==> src/rtl/mips_wb_pkg.sv <==
// Shared types and defaults for the MIPS register-file writeback controller.
package mips_wb_pkg;

    localparam int WB_DEPTH  = 4;
    localparam int WB_ADDR_W = 5;
    localparam int WB_DATA_W = 32;

    localparam logic [WB_ADDR_W-1:0] REG_ZERO = 5'd0;

    typedef struct packed {
        logic [WB_ADDR_W-1:0] addr;
        logic [WB_DATA_W-1:0] data;
    } wb_req_t;

    // Register 0 is hardwired to zero, so writes to it are dropped.
    function automatic logic is_reg_zero(input logic [WB_ADDR_W-1:0] a);
        return a == REG_ZERO;
    endfunction

endpackage

==> src/rtl/mips_wb_fifo.sv <==
// In-order write queue with a per-slot valid vector and flat slot views,
// so the forwarding search can inspect every pending write.
module mips_wb_fifo
    import mips_wb_pkg::*;
#(
    parameter int DEPTH  = WB_DEPTH,
    parameter int ADDR_W = WB_ADDR_W,
    parameter int DATA_W = WB_DATA_W,
    localparam int PTR_W = $clog2(DEPTH),
    localparam int CNT_W = $clog2(DEPTH + 1)
) (
    input  logic                       clk,
    input  logic                       rst,
    input  logic                       push,
    input  logic [ADDR_W-1:0]          push_addr,
    input  logic [DATA_W-1:0]          push_data,
    input  logic                       pop,
    output logic [ADDR_W-1:0]          head_addr,
    output logic [DATA_W-1:0]          head_data,
    output logic [PTR_W-1:0]           rd_ptr,
    output logic [CNT_W-1:0]           count,
    output logic                       full,
    output logic [DEPTH-1:0]           ent_vld,
    output logic [DEPTH*ADDR_W-1:0]    ent_addr,
    output logic [DEPTH*DATA_W-1:0]    ent_data
);

    logic [ADDR_W-1:0] addr_mem [DEPTH];
    logic [DATA_W-1:0] data_mem [DEPTH];
    logic [PTR_W-1:0]  wr_ptr;

    always_ff @(posedge clk or posedge rst) begin
        if (rst) begin
            wr_ptr <= '0;
            rd_ptr <= '0;
            count  <= '0;
        end else begin
            if (push) wr_ptr <= wr_ptr + PTR_W'(1);
            if (pop)  rd_ptr <= rd_ptr + PTR_W'(1);
            if (push && !pop)      count <= count + CNT_W'(1);
            else if (pop && !push) count <= count - CNT_W'(1);
        end
    end

    always_ff @(posedge clk) begin
        if (push) begin
            addr_mem[wr_ptr] <= push_addr;
            data_mem[wr_ptr] <= push_data;
        end
    end

    assign head_addr = addr_mem[rd_ptr];
    assign head_data = data_mem[rd_ptr];
    assign full      = (count == CNT_W'(DEPTH));

    // A slot is live when its distance from the head is below the fill count.
    always_comb begin
        ent_vld  = '0;
        ent_addr = '0;
        ent_data = '0;
        for (int i = 0; i < DEPTH; i++) begin
            logic [PTR_W-1:0] off;
            off = PTR_W'(i) - rd_ptr;
            ent_vld[i] = (CNT_W'(off) < count);
            ent_addr[i*ADDR_W +: ADDR_W] = addr_mem[i];
            ent_data[i*DATA_W +: DATA_W] = data_mem[i];
        end
    end

endmodule

==> src/rtl/mips_writeback_ctrl.sv <==
// Register-file write initiator: arbitrates load/ALU results into an in-order
// queue, drains one write per cycle and forwards in-flight values to decode.
module mips_writeback_ctrl
    import mips_wb_pkg::*;
#(
    parameter int DEPTH  = WB_DEPTH,
    parameter int ADDR_W = WB_ADDR_W,
    parameter int DATA_W = WB_DATA_W
) (
    input  logic              clk,
    input  logic              rst,
    input  logic              en,
    input  logic              ld_valid,
    output logic              ld_ready,
    input  logic [ADDR_W-1:0] ld_dest,
    input  logic [DATA_W-1:0] ld_data,
    input  logic              alu_valid,
    output logic              alu_ready,
    input  logic [ADDR_W-1:0] alu_dest,
    input  logic [DATA_W-1:0] alu_data,
    output logic [ADDR_W-1:0] write_address,
    output logic [DATA_W-1:0] write_data,
    output logic              WR,
    input  logic [ADDR_W-1:0] fwd_addr_1,
    input  logic [ADDR_W-1:0] fwd_addr_2,
    output logic              fwd_hit_1,
    output logic              fwd_hit_2,
    output logic [DATA_W-1:0] fwd_data_1,
    output logic [DATA_W-1:0] fwd_data_2,
    output logic              full,
    output logic              empty
);

    localparam int PTR_W = $clog2(DEPTH);
    localparam int CNT_W = $clog2(DEPTH + 1);

    logic                     ld_fire, alu_fire, push, pop;
    logic [ADDR_W-1:0]        push_addr, head_addr;
    logic [DATA_W-1:0]        push_data, head_data;
    logic [PTR_W-1:0]         rd_ptr;
    logic [CNT_W-1:0]         count;
    logic [DEPTH-1:0]         ent_vld;
    logic [DEPTH*ADDR_W-1:0]  ent_addr;
    logic [DEPTH*DATA_W-1:0]  ent_data;
    logic                     wr_p1;
    logic [ADDR_W-1:0]        addr_p1;
    logic [DATA_W-1:0]        data_p1;

    // Readiness looks only at the registered fill level; load has priority.
    assign ld_ready  = !full;
    assign alu_ready = !full && !ld_valid;
    assign ld_fire   = ld_valid && ld_ready;
    assign alu_fire  = alu_valid && alu_ready;

    always_comb begin
        push      = 1'b0;
        push_addr = alu_dest;
        push_data = alu_data;
        if (ld_fire) begin
            push      = (ld_dest != ADDR_W'(REG_ZERO));
            push_addr = ld_dest;
            push_data = ld_data;
        end else if (alu_fire) begin
            push      = (alu_dest != ADDR_W'(REG_ZERO));
        end
    end

    assign pop = en && (count != '0);

    mips_wb_fifo #(
        .DEPTH  (DEPTH),
        .ADDR_W (ADDR_W),
        .DATA_W (DATA_W)
    ) u_fifo (
        .clk       (clk),
        .rst       (rst),
        .push      (push),
        .push_addr (push_addr),
        .push_data (push_data),
        .pop       (pop),
        .head_addr (head_addr),
        .head_data (head_data),
        .rd_ptr    (rd_ptr),
        .count     (count),
        .full      (full),
        .ent_vld   (ent_vld),
        .ent_addr  (ent_addr),
        .ent_data  (ent_data)
    );

    // Output stage p1: register-file write port
    always_ff @(posedge clk or posedge rst) begin
        if (rst) begin
            wr_p1   <= 1'b0;
            addr_p1 <= '0;
            data_p1 <= '0;
        end else begin
            wr_p1 <= pop;
            if (pop) begin
                addr_p1 <= head_addr;
                data_p1 <= head_data;
            end
        end
    end

    assign WR            = wr_p1;
    assign write_address = addr_p1;
    assign write_data    = data_p1;
    assign empty         = (count == '0) && !wr_p1;

    // Scan oldest to youngest so the last match seen is the youngest write;
    // the output stage is older than anything still queued.
    function automatic logic [DATA_W:0] fwd_search(input logic [ADDR_W-1:0] q);
        logic              hit;
        logic [DATA_W-1:0] data;
        logic [PTR_W-1:0]  idx;
        hit  = 1'b0;
        data = '0;
        if (wr_p1 && addr_p1 == q) begin
            hit  = 1'b1;
            data = data_p1;
        end
        for (int k = 0; k < DEPTH; k++) begin
            idx = rd_ptr + PTR_W'(k);
            if (ent_vld[idx] && ent_addr[idx*ADDR_W +: ADDR_W] == q) begin
                hit  = 1'b1;
                data = ent_data[idx*DATA_W +: DATA_W];
            end
        end
        if (q == ADDR_W'(REG_ZERO)) begin
            hit  = 1'b0;
            data = '0;
        end
        return {hit, data};
    endfunction

    always_comb begin
        {fwd_hit_1, fwd_data_1} = fwd_search(fwd_addr_1);
        {fwd_hit_2, fwd_data_2} = fwd_search(fwd_addr_2);
    end

endmodule
==> config.mk <==
export PLATFORM = sky130hd
export DESIGN_NAME = mips_writeback_ctrl
export DESIGN_NICKNAME = d
export VERILOG_FILES = /design/src/rtl/mips_wb_pkg.sv /design/src/rtl/mips_wb_fifo.sv /design/src/rtl/mips_writeback_ctrl.sv
export SDC_FILE = /design/constraint.sdc
export NUM_CORES = 1
export LEC_CHECK = 0
export CAP_MARGIN = 30
export CELL_PAD_IN_SITES_DETAIL_PLACEMENT = 1
export CELL_PAD_IN_SITES_GLOBAL_PLACEMENT = 2
export CORE_MARGIN = 5
export CORE_UTILIZATION = 37
export DETAILED_ROUTE_END_ITERATION = 16
export PLACE_DENSITY_LB_ADDON = 0.1
export SETUP_SLACK_MARGIN = 0.2
export SLEW_MARGIN = 20
export SYNTH_ARGS = -nofsm -noshare
export SYNTH_HDL_FRONTEND = slang
export SYNTH_HIERARCHICAL = 1
export SYNTH_SLANG_ARGS = --single-unit
==> constraint.sdc <==
create_clock -name clk -period 5.35 [get_ports clk]
set_clock_uncertainty 0.15 [all_clocks]
set_input_delay 0.8025 -clock clk [delete_from_list [all_inputs] [get_ports clk]]
set_output_delay 0.8025 -clock clk [all_outputs]
set_load 0.05 [all_outputs]
==> flow_summary.ini <==
[outcome]
status = complete, no violations

[route]
routed_wl_mm = 60.2
vias = 13441
drt_iter0_drc = 846
viasPerCell = 6.17
routedWlPerCell_um = 27.6
first_pass_iters = 6
drc = 0
ant_nets = 0

[timing]
hold_viol = 0
report.final.slew_viol_count = 0
holdWs_ns = 0.390
worstMarginPinSlew_ns = 0.968
finalSetupViolCount = 0
timing.fmax_mhz = 198
setup_ws_ns = 0.311
slew_headroom = 0.355
fin_crit_ns = 5.04
rsz0062_at_grt = true
setup_tns_ns = 0
timing.final.crit_share = 0.942

[synthesis]
yosys-top-cells-count = nand2_1, edfxtp_1, mux2i_1
ys.flop_type = edfxtp_1
synth_largest_area_cell = edfxtp_1
syn_avg_cell_area_um2 = 10.2
synth_edf_count = 148
synthCells = 1518
synth.area.top_cells = edfxtp_1, mux4_2, mux2i_1
yosys.area.top_type_share = 0.287
synth.cell_area_um2 = 15500
ys_warn_count = 6
synth_seq_cells = 193
ys_types = 70
synth_most_common_cell = nand2_1
ys_seq_area_frac = 0.360
syn_nets = 1617
synthArstFlopShare = 0.233

[final_layout]
n_antenna_cell = 0
multiInputGateArea_um2 = 9110
finalNonFillerCells = 2179
drive_gt1_frac = 0.226
seqCellArea_um2 = 5580
fillers = 4600
syn_to_final_growth_pct = 22.0
layout.nets = 1726

[cts]
numCtsBuffers = 17
clockBufferDepth = 2
cts.clk_slew.worst_paths_ns = 0.07
cts_hold_buf = 0
post-cts-setup-buffer-count = 0
clkSinkCount = 193
insertion_delay_ns = 0.46
cts_root_buf = clkbuf_16
h-tree-depth = 4
cts_tree = yes

[setup_path]
critPathRequiredTime_ns = 4.40
crit_start = u_fifo/rd_ptr[1]
cpMostUsedCell = buf_12
worstReg2RegStart = u_fifo/count[2]
worst_path_max_delay_cell = dfrtp_4
cp_slowest_stage_delay_ns = 0.52
critPathKind = reg -> out
end_kind = output pin
start_kind = register
cp.arrival_ns = 4.09
crit_chain = xnor2_1 -> inv_1 -> ha_1 -> a21oi_1 -> or2_2 -> mux2_2 -> mux2_4 -> and3_2 -> buf_12 -> and3_1 -> o311ai_1 -> a31oi_2 -> buf_12
ff2ff_setup_slack_ns = 2.46
rr_worst_depth = 7
setup.worst_path.end = fwd_data_2[29]
r2r-end = u_fifo/count[1]
crit_fanout = 51

[placement]
io_buffers = 196
globalplace.congestion = 0.847
dp_hpwl_mm = 39.9
pre_cts_slack_ns = 0.529
place_inst = 2146

[worst_hold_path]
whs_path_depth = 1
hp-class = reg -> reg

[global_routing]
grt_pass1_wl_mm = 90.2
overflow = 0
antenna_found_initial = 0
grt_pass1_vias = 13813
grt_use_total = 0.254
grt_max_degree = 138

[floorplanning]
row_count = 75
die_y_um = 215
io_pins = 197
dieWidth_um = 215
die_area_um2 = 46000
start_util = 0.372
core_area_um2 = 41700

[flow_run]
cap_violations = 0
==> cells by family after synthesis <==
kind of cell	share of synthesized area
AO/OA/AOI/OAI	0.182
XOR/XNOR	0.0352
adder cells (fa/ha/maj)	0.00857
buffers and inverters	0.0606
flip-flops	0.360
multiplexers	0.223
AND/OR/NAND/NOR	0.131
==> cell usage in the layout, fill, tap and decap left out, types with 27 or more instances in the layout <==
cell type / n
buf_4: 66
clkdlybuf4s50_1: 130
dfrtp_1: 43
nor2_1: 82
a31oi_1: 28
mux2_2: 85
mux2i_1: 118
o21ai_0: 68
and3_1: 36
mux4_2: 57
xnor2_1: 28
nand2_1: 171
o311ai_1: 32
edfxtp_1: 148
a21oi_1: 109
buf_12: 49
nand3_1: 27
a211oi_1: 31
==> layer usage <==
| metal | track usage | up-vias | part of all wire |
|---|---|---|---|
| met5 | 0 | - | 0 |
| met4 | 0.0651 | 0 | 0.020 |
| met3 | 0.0363 | 72 | 0.052 |
| met2 | 0.423 | 456 | 0.47 |
| met1 | 0.350 | 6867 | 0.45 |
| li1 | - | 6046 | - |
==> registers in the layout, summed over array words and instances (netlist names) <==
| signal | flops |
|---|---|
| u_fifo/addr_mem | 20 |
| u_fifo/wr_ptr | 2 |
| write_data | 32 |
| u_fifo/count | 3 |
| write_address | 5 |
| u_fifo/data_mem | 128 |
| WR | 1 |
| u_fifo/rd_ptr | 2 |
==> through the flow <==
step	area [µm²]	utilization
2_1_floorplan	15500	-
3_3_place_gp	18200	0.437
3_5_place_dp	18200	0.437
4_1_cts	18900	0.452
5_1_grt	18900	0.453
6_report	18900	0.453
==> worst max-delay path, delay by kind of cell (launching register included) <==
kind / cells / cell delay, ns
buffers and inverters: 3 / 0.49
muxes: 2 / 0.64
DFF: 1 / 0.52
adders and majority gates: 1 / 0.27
and+or+nand+nor: 3 / 0.77
xor gates and xnor gates: 1 / 0.21
AOI/OAI and AO/OA: 3 / 0.65
==> cell type report <==
cell class                 count  area share
sequential                   193       0.295
clock buffer                  20      0.0236
tap                          539      0.0357
clock inverter                12     0.00914
inverter                      22     0.00450
multi-input combinational   1143       0.482
timing repair buffer         250       0.150
==> worst min-delay path by stage <==
| stage | startpoint | endpoint | slack [ns] |
|---|---|---|---|
| 2_1_floorplan | u_fifo/wr_ptr[0] | u_fifo/wr_ptr[0] | 0.34 |
| 3_3_place_gp | u_fifo/wr_ptr[0] | u_fifo/wr_ptr[0] | 0.37 |
| 3_5_place_dp | u_fifo/wr_ptr[0] | u_fifo/wr_ptr[0] | 0.38 |
| 4_1_cts | u_fifo/wr_ptr[0] | u_fifo/wr_ptr[0] | 0.40 |
| 5_1_grt | u_fifo/wr_ptr[0] | u_fifo/wr_ptr[0] | 0.42 |
| 6_report | u_fifo/wr_ptr[0] | u_fifo/wr_ptr[0] | 0.39 |
==> repair_timing <==
item | in CTS | in global routing
endpoints found under the setup margin | 37 | 40
resized for setup | 9 | 9
pin swaps | 0 | 0
Power is left out: the tool's default activity adds up to more than one toggle a clock period on the data nets, which glitch-free logic cannot reach.
